## src/rtl/cmp_pkg.sv

```systemverilog
// rtl/cmp_pkg.sv - shared types and helpers for the serial magnitude comparator
package cmp_pkg;

    typedef enum logic {
        IDLE = 1'b0,
        CMP  = 1'b1
    } cmp_state_t;

    localparam logic CMP_UNSIGNED = 1'b0;
    localparam logic CMP_SIGNED   = 1'b1;

    // Counter width able to hold the values 0..ndig
    function automatic int calc_cw(input int ndig);
        return $clog2(ndig + 1);
    endfunction

endpackage

```

## src/rtl/digit_compare.sv

```systemverilog
// rtl/digit_compare.sv - combinational unsigned compare of one digit
module digit_compare #(
    parameter int DIGIT = 4
) (
    input  logic [DIGIT-1:0] da,
    input  logic [DIGIT-1:0] db,
    output logic             gt,
    output logic             lt
);

    assign gt = (da > db);
    assign lt = (da < db);

endmodule

```

## src/rtl/serial_magnitude_comparator.sv

```systemverilog
// rtl/serial_magnitude_comparator.sv - MSB-first digit-serial signed/unsigned comparator
module serial_magnitude_comparator
    import cmp_pkg::*;
#(
    parameter  int WIDTH = 16,
    parameter  int DIGIT = 4,
    localparam int NDIG  = WIDTH / DIGIT,
    localparam int CW    = calc_cw(NDIG)
) (
    input  logic             clk,
    input  logic             rst_n,
    input  logic             start,
    input  logic             signed_mode,
    input  logic [WIDTH-1:0] a,
    input  logic [WIDTH-1:0] b,
    output logic             busy,
    output logic             done,
    output logic             equal,
    output logic             greater,
    output logic             lower,
    output logic [CW-1:0]    digits_used
);

    localparam logic [CW-1:0] LAST_DIGIT = CW'(NDIG);

    cmp_state_t       state, state_d;
    logic [WIDTH-1:0] sa, sa_d;
    logic [WIDTH-1:0] sb, sb_d;
    logic [CW-1:0]    cnt, cnt_d;
    logic [CW-1:0]    digits_used_d;
    logic             equal_d, greater_d, lower_d, done_d;
    logic             dig_gt, dig_lt;

    digit_compare #(.DIGIT(DIGIT)) u_digit_compare (
        .da (sa[WIDTH-1 -: DIGIT]),
        .db (sb[WIDTH-1 -: DIGIT]),
        .gt (dig_gt),
        .lt (dig_lt)
    );

    always_ff @(posedge clk or negedge rst_n) begin
        if (!rst_n) begin
            state       <= IDLE;
            sa          <= '0;
            sb          <= '0;
            cnt         <= '0;
            done        <= 1'b0;
            equal       <= 1'b0;
            greater     <= 1'b0;
            lower       <= 1'b0;
            digits_used <= '0;
        end else begin
            state       <= state_d;
            sa          <= sa_d;
            sb          <= sb_d;
            cnt         <= cnt_d;
            done        <= done_d;
            equal       <= equal_d;
            greater     <= greater_d;
            lower       <= lower_d;
            digits_used <= digits_used_d;
        end
    end

    always_comb begin
        state_d       = state;
        sa_d          = sa;
        sb_d          = sb;
        cnt_d         = cnt;
        done_d        = 1'b0;
        equal_d       = equal;
        greater_d     = greater;
        lower_d       = lower;
        digits_used_d = digits_used;
        case (state)
            IDLE: begin
                if (start) begin
                    // Flipping the sign bit maps two's complement onto unsigned order
                    sa_d            = a;
                    sb_d            = b;
                    sa_d[WIDTH-1]   = a[WIDTH-1] ^ (signed_mode == CMP_SIGNED);
                    sb_d[WIDTH-1]   = b[WIDTH-1] ^ (signed_mode == CMP_SIGNED);
                    cnt_d           = CW'(1);
                    equal_d         = 1'b0;
                    greater_d       = 1'b0;
                    lower_d         = 1'b0;
                    state_d         = CMP;
                end
            end
            CMP: begin
                if (dig_gt || dig_lt) begin
                    greater_d     = dig_gt;
                    lower_d       = dig_lt;
                    digits_used_d = cnt;
                    done_d        = 1'b1;
                    state_d       = IDLE;
                end else if (cnt == LAST_DIGIT) begin
                    equal_d       = 1'b1;
                    digits_used_d = LAST_DIGIT;
                    done_d        = 1'b1;
                    state_d       = IDLE;
                end else begin
                    sa_d  = sa << DIGIT;
                    sb_d  = sb << DIGIT;
                    cnt_d = cnt + CW'(1);
                end
            end
            default: state_d = IDLE;
        endcase
    end

    assign busy = (state == CMP);

endmodule

```

## config.mk

```make
export PLATFORM = sky130hd
export DESIGN_NAME = serial_magnitude_comparator
export DESIGN_NICKNAME = d
export VERILOG_FILES = /design/src/rtl/cmp_pkg.sv /design/src/rtl/digit_compare.sv /design/src/rtl/serial_magnitude_comparator.sv
export SDC_FILE = /design/constraint.sdc
export NUM_CORES = 1
export LEC_CHECK = 0
export BUFFER_PORTS_ARGS = -buffer_cell sky130_fd_sc_hd__clkbuf_2
export CAP_MARGIN = 20
export CORE_MARGIN = 2
export CORE_UTILIZATION = 55
export DETAILED_ROUTE_END_ITERATION = 8
export PLACE_DENSITY = 0.89
export RECOVER_POWER = 50
export SLEW_MARGIN = 20
export SYNTH_ARGS = -nofsm -noshare
export SYNTH_HDL_FRONTEND = slang
export SYNTH_SLANG_ARGS = --single-unit
```

## constraint.sdc

```tcl
create_clock -name clk -period 2 [get_ports clk]
set_input_delay 0.2 -clock clk [delete_from_list [all_inputs] [get_ports clk]]
set_output_delay 0.2 -clock clk [all_outputs]
set_load 0.02 [all_outputs]
```

; ---- Yosys cells after proc, flatten, opt, wreduce, memory -nomap -nowiden
; Cells that the tools add are included.
[op_classes]
n_addsub = 1
n_lt_le_gt_ge = 2
eq_ne = 6
n_mux = 29
bitwise = 3
n_reduce_logical = 6
[op_table]
columns = operator, count
row1 = 16-bit 2-to-1 mux, 6
row2 = 16-bit one-hot mux with 2 select lines, 2
row3 = 3-bit 2-to-1 mux, 5
row4 = 1-bit 2-to-1 mux, 11
row5 = 1-bit one-hot mux with 2 select lines, 4
row6 = "2-bit inequality test, second input constant", 3
row7 = 3-bit one-hot mux with 2 select lines, 1
row8 = 3-bit AND reduction, 2
row9 = 4-bit greater-than comparator, 1
row10 = 4-bit < comparator, 1
row11 = "2-bit by 1-bit inequality test with 1-bit output, second input constant", 2
row12 = 2-bit AND reduction, 2
row13 = "3-bit by 1-bit adder with 3-bit output, second input constant", 1
row14 = "3-bit equality test, second input constant", 1
row15 = 2-bit nonzero test, 1
row16 = 1-bit XOR, 2
row17 = 1-bit logical OR, 1
row18 = 1-bit inverter, 1
[word_totals]
regBits = 43
input_bits = 36
output_inout_bits = 8
elab_cells = 56

; ---- Depth between registers and ports, before layout
; Gate-level depths: netlist of the first run.
[depth]
ltp_word = 4
mapped_depth = 8
depth_no_buf = 6

; ---- Modules after synthesis
; Synthesis of the first run repeated with hierarchy kept, for this count alone.
[hier_totals]
cells_unflattened = 187
area_unflattened_um2 = 2069.5
[by_module_without_submodules]
columns = mod, n_inst, cells_per_inst, area_each_um2, seq_area_each_um2
row1 = serial_magnitude_comparator, 1, 172, 1955.6, 1076.0
row2 = digit_compare, 1, 15, 113.9, 0.0

; ---- Worst setup path before layout of the first run
; No wires, ideal clock.
[synth_path]
kind = flip-flop to flip-flop
from = reg sa[15]
to = reg cnt[1]
setup_ns = 0.122
arrival_time_ns = 1.696
required_time_ns = 1.878
setup_slack_ns = 0.183
path_stages_with_launch = 7
path_buffers = 2
period_less_slack_ns = 1.817
path_cell_list = dfrtp_1 > ha_1 > a21o_1 > o311a_1 > buf_6 > buf_6 > a32o_1
[synth_between]
elab_chain_cells = 4
word_cells_on_any_way = 5
classes_between = 2 x order compare / 1 x eq/ne / 2 x reduce/logical
[synth_lines]
columns = item, line
row1 = start: declaration, serial_magnitude_comparator.sv:27  ; logic [WIDTH-1:0] sa, sa_d;
row2 = start signal: assignment, serial_magnitude_comparator.sv:44  ; sa <= '0;
row3 = start signal: assignment, serial_magnitude_comparator.sv:54  ; sa <= sa_d;
row4 = 4-bit greater-than comparator / 4-bit < comparator (equally long branches), "digit_compare.sv:11, digit_compare.sv:12"
row5 = 1-bit logical OR *, serial_magnitude_comparator.sv:91  ; if (dig_gt || dig_lt) begin
row6 = 2-bit inequality test (no line) *, n/a
row7 = 3-bit AND reduction (no line) *, n/a
row8 = end signal: assignment, serial_magnitude_comparator.sv:56  ; cnt <= cnt_d;
row9 = end: declaration, serial_magnitude_comparator.sv:29  ; logic [CW-1:0] cnt, cnt_d;
; Every way passes the cells marked *; elsewhere a longest branch is shown, timed or not.
; A chain may end at the register's enable or synchronous reset.

; ---- Final worst setup path of the first run
[layout_path]
from = reg sa[15]
to = reg digits_used[2]
[layout_between]
elab_chain_cells = 4
word_cells_on_any_way = 6
classes_between = 2 x order compare / 1 x mux / 3 x reduce/logical
[layout_lines]
columns = item, line
row1 = 4-bit greater-than comparator / 4-bit < comparator (equally long branches), "digit_compare.sv:11, digit_compare.sv:12"
row2 = 1-bit logical OR *, serial_magnitude_comparator.sv:91
row3 = 2-bit nonzero test (no line), n/a
row4 = 2-bit AND reduction (no line), n/a
row5 = end signal: assignment, serial_magnitude_comparator.sv:61  ; digits_used <= digits_used_d;
row6 = end: declaration, serial_magnitude_comparator.sv:21  ; output logic [CW-1:0] digits_used
; Marked as above.

==> impl_results.md, run 1 <==
- Status: finished clean
- Min-Delay Path Class: in -> reg
- Post-synthesis xor/xnor area fraction: 0.00754
- Sequential Power Share: 0.397
- I/O Buffers: 43
- Core area: 0.00403 sq mm
- Share of cells above drive strength 1: 0.243
- Maximum root-to-sink buffer count: 2
- DP Wirelength: roughly 3500 um
- Sink Count: 43
- CTS Buf Count: 5
- Post-synth EDFFs: 0
- CTS root buffer: clkbuf_8
- GRT Util Overall: 0.240
- GR Util met1: 0.298
- Core Util, Final: 0.686
- Die X: 69.0 um
- Seq/Total Area, Yosys: 0.463
- Slowest CP cell: dfrtp_1
- Hold Crit Depth: 2
- Drt wl/cell: roughly 16 um
- # DRC: 0
- YS warnings: 0
- CTS tree: yes
- Crit path DAT: between 2 and 2.5 ns
- CP Class: reg -> reg
- Final Skew: 0.00509 ns
- Final GP Congestion: 0.790
- Hold Fails Final Rpt: 0
- Post-route ant nets: 0
- Setup ws final: between 0.04 and 0.05 ns
- Worst setup SP type: flip-flop
- Top cell by count, worst path: buf_4
- Worst Path Buf+Inv: 2
- Adder-Cell Fraction of Synth Area: 0.0323
- Slew HR: 0.298
- Hold_ws: between 0.1 and 0.15 ns
- Io pins: 44
- Post-Synth Simple-Gate Area: 0.0894
- Post-Syn Area per Cell: around 10 sq um
- Max-cap violations: 0
- Vias in the first global route: about 1900
- Largest family of logic cells by synthesized area: compound AO/OA/AOI/OAI gates
- Starting DRC count in detailed routing: between 100 and 150
- # setup viols final: 0
- F_max: between 0.5 and 0.6 GHz
- HP Start: a[3]
- Compound-cell area share of the yosys netlist: 0.232
- Slew @ Worst Pin: roughly 1.1 ns
- First-pass GRT wire length: 8360 um
- Critical path endpoint category: flip-flop
- Cell chain of the critical path: ha_4, a21o_1, buf_4, buf_4, o31ai_1, nand2_1, o2bb2ai_1
- Pwr dens: 1440 mW/mm^2
- 1st-pass router iterations: 5
- CP delay by family, top: compound AO/OA/AOI/OAI gates
- Die area: 0.00476 sq mm
- Worst-Skew Late Latency: between 0.2 and 0.3 ns
- Reg2reg end: digits_used[2]
- Overflow after GRT: 0
- Flop2flop setup slack: ~0.044 ns
- Combinational Power Share: 0.449
- Met3 Resource Use GR: 0.0584
- Vias: ~2000
- Synthesized area: between 0.002 and 0.0025 sq mm
- Leakage power: roughly 1.4 nW
- Post-Syn Nets: roughly 270
- Routed wire length: around 5300 um
- Worst vdd ir: 0.775 mV
- Primary FF master, synth: dfrtp_1
- Max FO, Critical Path: 3
- Row Count: 23
- Filler cells: around 320
- Cells after Synth: between 200 and 250
- Hold endpoint: sa[3]
- P_int: 2.36 mW
- CP peak stage delay: approximately 0.44 ns
- Clock power frac: 0.154
- Initial core utilization: 0.576
- Ys async rst share: 1.00
- Required @ worst endpoint: about 2.2 ns
- Most Used Layer, Global Route: met2
- Final Critical Period: 1.96 ns
- H-tree Lvls: 2
- Ant. Diodes: 0
- Final #Nets: 317
- Worst-path clk slew: approximately 0.08 ns
- Die H: 69.0 um
- Synth Register Bits: 43
- Reg-to-Reg Start: sa[15]
- Sw power: 1.64 mW
- Sw frac: 0.410
- Layout area overhead: 19.1%
- Vias per cell: 5.96
- Post-place setup slack: between 0.08 and 0.09 ns
- Synth cell types: 37
- Fin crit share: 0.978
- Initial antenna violation count: 0
- Largest net degree at the start of global routing: 44
- M2 GR Usage: 0.410
- Mux cell area share after synthesis: 0.116
- Max Slew Vio Count: 0
- Worst Reg2Reg Path Length in Cells: 7
logic make-up after synthesis:
family | Yosys count
xor gates and xnor gates | 2
buffers and inverters | 28
AOI/OAI and AO/OA | 80
adders and majority gates | 6
muxes | 27
DFF | 43
and+or+nand+nor | 45
routing by layer:
metal,up-vias,wire [um]
met1,940,2230
met4,0,104
met5,-,0
met3,13,321
li1,927,-
met2,64,2700
cells in the final DEF (no fill, tap or decap), drive strengths merged, types with 2 or more instances in the layout:
cell,count
inv,9
a22oi,21
dfrtp,43
nor2,2
a31oi,3
o21ai,4
o31ai,3
buf,9
nand2,30
clkbuf,52
a21oi,36
mux2i,27
nand3,4
ha,6
a211oi,2
o2bb2ai,3
o211ai,2
nor2b,2
cells in the mapped netlist, drive strengths merged, types with 2 or more instances:
cell	count	area [sq um]
a211oi	2	15.0
buf	10	68.8
inv	9	33.8
nor2b	2	15.0
mux2i	27	270
o2bb2ai	3	26.3
o21ai	4	20.0
dfrtp	43	1080
a22oi	21	158
nand2	30	113
nor2	2	7.51
o31ai	3	22.5
clkbuf	8	30.0
a21oi	36	191
nand3	4	20.0
a31oi	3	18.8
ha	6	75.1
o211ai	2	15.0
worst max path at each step:
stage | to | start | slack (ns) | cells past startpoint
3_3_place_gp | cnt[0] | sa[15] | 0.17 | 6
5_1_grt | digits_used[2] | sa[15] | -0.06 | 7
3_5_place_dp | cnt[0] | sa[15] | 0.08 | 6
4_1_cts | cnt[0] | sa[15] | 0.06 | 6
6_report | digits_used[2] | sa[15] | 0.04 | 7
2_1_floorplan | cnt[1] | sa[15] | 0.18 | 6
cell type report:
class | instances | area (sq um) | share of cell area
clock buffer | 7 | 96.3 | 0.0348
clock inverter | 1 | 7.51 | 0.00271
inverter | 10 | 37.5 | 0.0136
multi-input combinational | 160 | 1140 | 0.411
sequential | 43 | 1080 | 0.389
tap | 50 | 62.6 | 0.0226
timing repair buffer | 55 | 348 | 0.126
power by group through the flow:
stage / registers [mW] / clock network, mW / logic [mW]
finish: 1.59 / 0.614 / 1.79
global route: 1.64 / 0.659 / 2.00
CTS: 1.56 / 0.622 / 1.64
detailed placement: 1.58 / 0 / 1.63
global placement: 1.54 / 0 / 1.54
floorplan: 1.56 / 0 / 1.20
registers in the layout, indices dropped and copies added (netlist names):
register	cells
done	1
cnt	3
equal	1
sa	16
greater	1
lower	1
sb	16
digits_used	3
busy	1
stage by stage:
step	cells	TNS, ns	power (mW)	instance area, sq um
after floorplan	231	0	2.76	2320
after global placement	314	0	3.09	2590
after detailed placement	314	0	3.20	2590
after CTS	323	0	3.83	2700
after global routing	326	-0.172	4.30	2770
final	326	0	3.99	2770
timing repair:
item / CTS / global route
endpoints found under the setup margin: 0 / 5
hold endpoints to repair: 43 / 0
resized for setup: 0 / 5
buffers inserted: 0 / 2
hold buffers: 1 / 0
worst reg2reg max path: cells and delay by family, from the launching register on:
family	cells	cell delay [ns]
simple gates	1	0.17
fa+ha+maj	1	0.26
compound gates	3	0.71
flops	1	0.44
buf+inv	2	0.27
(Power assumes the default switching activity.)
==> inputs of run 2 (changes only) <==
- SETUP_SLACK_MARGIN: not set -> 0.5
==> run 2 against run 1 <==
Cell area up 8.3%. Count of clock-buffer cells in the layout shrank 1. Flip-flop and latch count is the same. Global-route usage rose by 1.4 points. Maximum frequency increased by 5.1%. Cell count increased by 2.5%. Sequential power increased by 3%. Wire length grew 9.7%. Hold slack lost 0.0022 ns. Worst setup slack improved by 0.095 ns.
==> impl_results.md, run 2 (synthesis gave the netlist of run 1 again) <==
- Reg2reg end: sa[3]
- Sw power: 1.87 mW (+14%)
- Flop2flop setup slack: 0.14 ns (+0.10 ns)
- Final Non-Filler Cells: 334 (+2.5%)
- Top Registers: sa: 16 flops, sb: 16 flops
- CP delay by family, top: compound AO/OA/AOI/OAI gates
- Largest net degree at the start of global routing: 61 (+39%)
- Reg-to-Reg Start: sa[15]
- CP startpoint: sa[15]
- Row Count: 23 (unchanged)
- Vias: 2052 (+5.6%)
- Worst Path Buf+Inv: 1 (-1)
- F_max: 0.537 GHz (+5.1%)
- Status: finished clean
- CTS root buffer: clkbuf_8
- Initial antenna violation count: 0 (unchanged)
- Leakage power: 1.43 nW (+4.9%)
- Vias per cell: 6.14 (+3.0%)
- Final Skew: 0.0144 ns (+0.00929 ns)
- GRT Util Overall: 0.254 (+0.0141)
- Final GP Congestion: 0.803 (+1.7%)
- Required @ worst endpoint: 2.25 ns (+0.07 ns)
- # DRC: 0 (unchanged)
- Fin crit share: 0.930 (-0.0477)
- CP Class: reg -> reg
- Slew HR: 0.268 (-0.0297)
- Worst vdd ir: 0.858 mV (+11%)
- Io pins: 44 (unchanged)
- Max-cap violations: 0 (unchanged)
- Critical path endpoint: sa[3]
- Finished Cell Area: 0.00300 sq mm (+8.3%)
- Max FO, Critical Path: 12 (+9)
- 1st-pass router iterations: 5 (unchanged)
- # setup viols final: 0 (unchanged)
- Routed wire length: 5870 um (+9.7%)
- CTS Buf Count: 5 (unchanged)
- Slowest CP cell: dfrtp_1
- Pwr dens: 1540 mW/mm^2 (+6.4%)
- P_int: 2.73 mW (+16%)
- Cell chain of the critical path: ha_4, a21o_4, o311a_4, buf_12, a21oi_4, a22o_1
- Initial core utilization: 0.576 (unchanged)
- Slew @ Worst Pin: 1.10 ns (+0.0445 ns)
- Die X: 69.0 um (unchanged)
- Core Util, Final: 0.743 (+0.0571)
- First-pass GRT wire length: 8710 um (+4.3%)
- DP Wirelength: 3440 um (-0.79%)
- Sink Count: 43 (unchanged)
- Worst setup SP type: flip-flop
- Layout area overhead: 29.0%
- Critical path endpoint category: flip-flop
- Post-route ant nets: 0 (unchanged)
- Share of cells above drive strength 1: 0.345 (+0.102)
- Most common cell after layout, fill and taps aside: dfrtp_1
- H-tree Lvls: 2 (unchanged)
- Commonest cells after routing, fill and taps aside: dfrtp_1, clkbuf_2, mux2i_1
- Sequential Power Share: 0.355 (-0.042)
- Die area: 0.00476 sq mm (unchanged)
- CTS tree: yes
- Clock power frac: 0.156 (+0.002)
- Worst Reg2Reg Path Length in Cells: 6 (-1)
- Drt wl/cell: 17.6 um (+7.1%)
- Maximum root-to-sink buffer count: 2 (unchanged)
- Sw frac: 0.406 (-0.00316)
- Final #Nets: 325 (+2.5%)
- Min-Delay Path Class: in -> reg
- Vias in the first global route: 1815 (-4.2%)
- Crit path DAT: 2.11 ns (-0.03 ns)
- DP Cell Count: 314 (unchanged)
- Dpl cell area: 0.00267 sq mm (+3.4%)
- Worst-path clk slew: 0.09 ns (about the same)
- Worst-Skew Late Latency: 0.31 ns (+0.02 ns)
- CP peak stage delay: 0.43 ns (about the same)
- Die H: 69.0 um (unchanged)
- Starting DRC count in detailed routing: 184 (+27%)
- I/O Buffers: 43 (unchanged)
- Combinational Power Share: 0.490 (+0.041)
- Hold Fails Final Rpt: 0 (unchanged)
- Final Critical Period: 1.86 ns (-0.0954 ns)
- Core area: 0.00403 sq mm (unchanged)
- Max Slew Vio Count: 0 (unchanged)
- Ant. Diodes: 0 (unchanged)
- Stages on worst setup path: 6 (-1)
- Overflow after GRT: 0 (unchanged)
- RSZ-0062 raised after global routing: yes
- Final TNS setup: 0 ns (unchanged)
run 2: worst min path at each step:
stage	start	slack, ns	end	cells after the start
after global routing	a[3]	0.13	sa[3]	2
after floorplan	rst_n	-0.1	busy	0
after CTS	a[3]	0.14	sa[3]	2
after global placement	rst_n	0.31	done	2
after detailed placement	rst_n	0.31	done	2
final	a[3]	0.14	sa[3]	2
run 2: routing by layer:
layer  up-vias  wire (um)  share of wire  global-route usage
met3        14        281          0.048              0.0471
met2        87       2990           0.51               0.395
met4         0        146          0.025               0.120
met1      1003       2450           0.42               0.342
met5         -          0              0                   0
li1        948          -              -                   -
run 2: power by group through the flow:
stage	clock network [mW]	logic, mW	registers (mW)
after floorplan	0	1.30	1.59
after global placement	0	1.67	1.59
after detailed placement	0	1.76	1.61
after CTS	0.722	1.94	1.61
after global routing	0.768	2.46	1.69
final	0.716	2.25	1.63
run 2: cell type report:
class / instances / area [sq um]
Timing Repair Buffer: 63 / 443
Inverter: 10 / 37.5
Clock inverter: 2 / 35.0
Sequential cell: 43 / 1080
Fill cell: 265 / 1030
Clock buffer: 6 / 82.6
Tap cell: 50 / 62.6
Multi-Input combinational cell: 160 / 1260
run 2: timing repair:
item                                    in CTS  in global routing
cloned                                       0                  1
endpoints found under the setup margin      43                 43
hold buffers                                 1                  0
hold endpoints to repair                    43                  0
pin swaps                                    4                  7
gates resized for setup                     11                 12
setup buffers                                3                  7
run 2: stage by stage:
stage          worst slack (ns)  hold slack [ns]  power [mW]
2_1_floorplan             0.233          -0.0956        2.89
3_3_place_gp              0.182            0.308        3.26
3_5_place_dp              0.121            0.311        3.37
4_1_cts                   0.176            0.140        4.27
5_1_grt                   0.103            0.135        4.91
6_report                  0.139            0.135        4.60
==> inputs of run 3 (changes only) <==
- CORE_UTILIZATION: 55 -> 54
- SYNTH_HIERARCHICAL: not set -> 1
==> run 3 against run 2 <==
Clock power down 26%. Flip-flop and latch count stayed put. Register-to-register slack got worse by 0.26 ns. Area after synthesis down 11%. Non-clock buffer count did not move. Hold slack got worse by 0.037 ns. Combinational power is 37% higher. The flow now finishes with violations (DRC, setup timing). Sequential power decreased by 4%. Count of clock-buffer cells in the layout is 1 lower. Largest cell class is now sequential cells. Global-route usage shrank 0.37 points. Total power is 13% higher. Highest routed layer unchanged.
==> impl_results.md, run 3 <==
- Status: finished, violations left
- Failing checks: DRC, setup timing
- Top Registers: sa: 16 flops, sb: 16 flops
- Critical path endpoint category: flip-flop
- Final Skew: 0.00634 ns (-0.00805 ns)
- Row Count: 22 (-4.3%)
- Commonest cells after routing, fill and taps aside: dfrtp_1, clkbuf_2, nand2_1
- CTS root buffer: clkbuf_8
- Slew @ Worst Pin: 0.742 ns (-0.357 ns)
- Maximum root-to-sink buffer count: 2 (unchanged)
- # setup viols final: 33 (+33)
- Die X: 65.9 um (-4.5%)
- DP Cell Count: 277 (-12%)
- H-tree Lvls: 2 (unchanged)
- Cells after Synth: 187 (-19%)
- Post-place setup slack: -0.0851 ns (-0.206 ns)
- Primary FF master, synth: dfrtp_1
- Cells taking the most area after synthesis: dfrtp_1, o221a_1, nand2b_1, nand2_1, ha_1
- Max-cap violations: 0 (unchanged)
- Vias per cell: 5.60 (-8.9%)
- Drt wl/cell: 16.8 um (-4.2%)
- Slew HR: 0.506 (+0.238)
- Min-Delay Path Class: in -> reg
- Worst-path clk slew: 0.08 ns (about the same)
- # DRC: 1 (+1)
- Core area: 0.00366 sq mm (-9.1%)
- Initial antenna violation count: 0 (unchanged)
- Io pins: 44 (unchanged)
- First-pass GRT wire length: 7800 um (-11%)
- Final #Nets: 289 (-11%)
- Final GP Congestion: 0.841 (+4.7%)
- Share of cells above drive strength 1: 0.385 (+0.0395)
- Worst setup SP type: flip-flop
- GRT Util Overall: 0.250 (-0.00370)
- Sink Count: 43 (unchanged)
- FF/Latch Area: 0.00108 sq mm (-0.12%)
- Worst-Skew Late Latency: 0.31 ns (about the same)
- CTS Buf Count: 5 (unchanged)
- Core Util, Final: 0.730 (-0.0138)
- Pwr dens: 1940 mW/mm^2 (+26%)
- CP Class: reg -> reg
- Count leader, synth: dfrtp_1
- Compound-cell area share of the yosys netlist: 0.221 (-0.0115)
- Overflow after GRT: 0 (unchanged)
- Final Critical Period: 2.12 ns (+0.258 ns)
- Mux cell area share after synthesis: 0 (-0.116)
- GR Util met1: 0.350 (+0.00792)
- Post-Synth Simple-Gate Area: 0.157 (+0.0678)
- Worst vdd ir: 0.880 mV (+2.6%)
- Post-synthesis xor/xnor area fraction: 0.00846 (+0.000921)
- Post-route ant nets: 0 (unchanged)
- DP Wirelength: 3110 um (-9.6%)
- Fin crit share: 1.06 (+0.129)
- RSZ-0062 raised after global routing: yes
- Area share of the largest cell type after synthesis: 0.520 (+0.0566)
- Post-synth EDFFs: 0 (unchanged)
- Ant. Diodes: 0 (unchanged)
- Required @ worst endpoint: 2.19 ns (-0.06 ns)
- CTS tree: yes
- Most Used Layer, Global Route: met2
- Starting DRC count in detailed routing: 121 (-34%)
- Vias: 1651 (-20%)
- Post-Syn Area per Cell: 11.1 sq um (+10%)
- Max Slew Vio Count: 0 (unchanged)
- YS warnings: 6 (+6)
- Crit path DAT: 2.30 ns (+0.19 ns)
- M2 GR Usage: 0.379 (-0.0166)
- Synthesized area: 0.00207 sq mm (-11%)
- Die area: 0.00434 sq mm (-8.7%)
- Max FO, Critical Path: 3 (-9)
- Synth cell count leaders: dfrtp_1, nand2_1, nand2b_1, o221a_1, o21ai_0
- Layout area overhead: 29.1% (about the same)
- F_max: 0.472 GHz (-12%)
- Largest net degree at the start of global routing: 24 (-61%)
- 1st-pass router iterations: 6 (+1)
- Leakage power: 1.20 nW (-16%)
- Vias in the first global route: 1492 (-18%)
- Ys async rst share: 1.00 (unchanged)
- Synth Register Bits: 43 (unchanged)
- Largest family of logic cells by synthesized area: compound AO/OA/AOI/OAI gates
- Seq/Total Area, Yosys: 0.520 (+0.0566)
- Routed wire length: 4960 um (-15%)
- I/O Buffers: 43 (unchanged)
- Final Non-Filler Cells: 295 (-12%)
- Filler cells: 260 (-1.9%)
- Setup ws final: -0.118 ns (-0.258 ns)
- Post-Syn Nets: 229 (-16%)
- Adder-Cell Fraction of Synth Area: 0.0363 (+0.00395)
- Area of the multi-input gates: 990 sq um (-21%)
- Initial core utilization: 0.565 (-0.0111)
- Synth cell types: 34 (-8.1%)
- Met3 Resource Use GR: 0.0613 (+0.0143)
- Die H: 65.9 um (-4.5%)
- Hold Fails Final Rpt: 0 (unchanged)
- Area leader, netlist: dfrtp_1
## run 3: kinds of logic (layout without fill, tap and decap cells)
kind of cell	Yosys count	in the layout
compound gates	52	52
flops	43	43
xor+xnor	2	2
simple gates	62	62
fa+ha+maj	6	6
buf+inv	22	82
## run 3: final cells by class
cell class | instances | share of cell area
clock inverter | 2 | 0.00515
multi-input combinational | 122 | 0.370
inverter | 12 | 0.0187
tap | 48 | 0.0225
sequential | 43 | 0.403
clock buffer | 5 | 0.0258
timing repair buffer | 63 | 0.155
## run 3: final timing paths
kind                                start             end  slack, ns  cells past startpoint
max in group asynchronous           rst_n           sa[1]       0.44                      3
min reg2reg                digits_used[2]  digits_used[2]       0.49                      2
min in group asynchronous           rst_n          cnt[0]       0.46                      2
max reg2reg                        sa[15]          sb[15]      -0.12                      9
max                                sa[15]          sb[15]      -0.12                      9
min                                  a[2]           sa[2]        0.1                      3
## run 3: critical path: stages, from the launching register on
cell	delay, ns
dfrtp_1	0.42
ha_4	0.31
nand2_4	0.06
o21bai_4	0.18
and2_4	0.17
a211oi_4	0.21
buf_6	0.15
a21oi_4	0.07
buf_6	0.13
a221o_1	0.30
## run 3: layer usage
layer / up-vias / routed length [um]
li1: 787 / -
met1: 793 / 2090
met2: 62 / 2530
met3: 9 / 253
met4: 0 / 87
met5: - / 0
## run 3: where the power goes
group	switching [mW]	total, mW	internal (mW)
Sequential	0.271	1.56	1.29
Combinational	1.56	3.09	1.53
Clock	0.294	0.532	0.238
## run 3: metrics by stage
step / setup TNS (ns) / total power [mW] / cell area [sq um] / hold slack, ns
6_report: -2.13 / 5.18 / 2670 / 0.0977
5_1_grt: -4.37 / 5.48 / 2670 / 0.100
4_1_cts: -0.759 / 4.90 / 2630 / 0.0942
3_5_place_dp: -1.27 / 3.95 / 2430 / 0.116
3_3_place_gp: -0.0140 / 3.83 / 2430 / 0.113
2_1_floorplan: 0 / 3.41 / 2150 / -0.0956
## run 3: what timing repair did
| action | CTS | global route |
|---|---|---|
| hold buffers | 1 | 0 |
| endpoints found under the setup margin | 43 | 43 |
| gates resized for setup | 15 | 7 |
| pin swaps | 8 | 4 |
| endpoints found under the hold margin | 12 | 0 |
| buffers inserted | 5 | 3 |
| cloned | 1 | 1 |
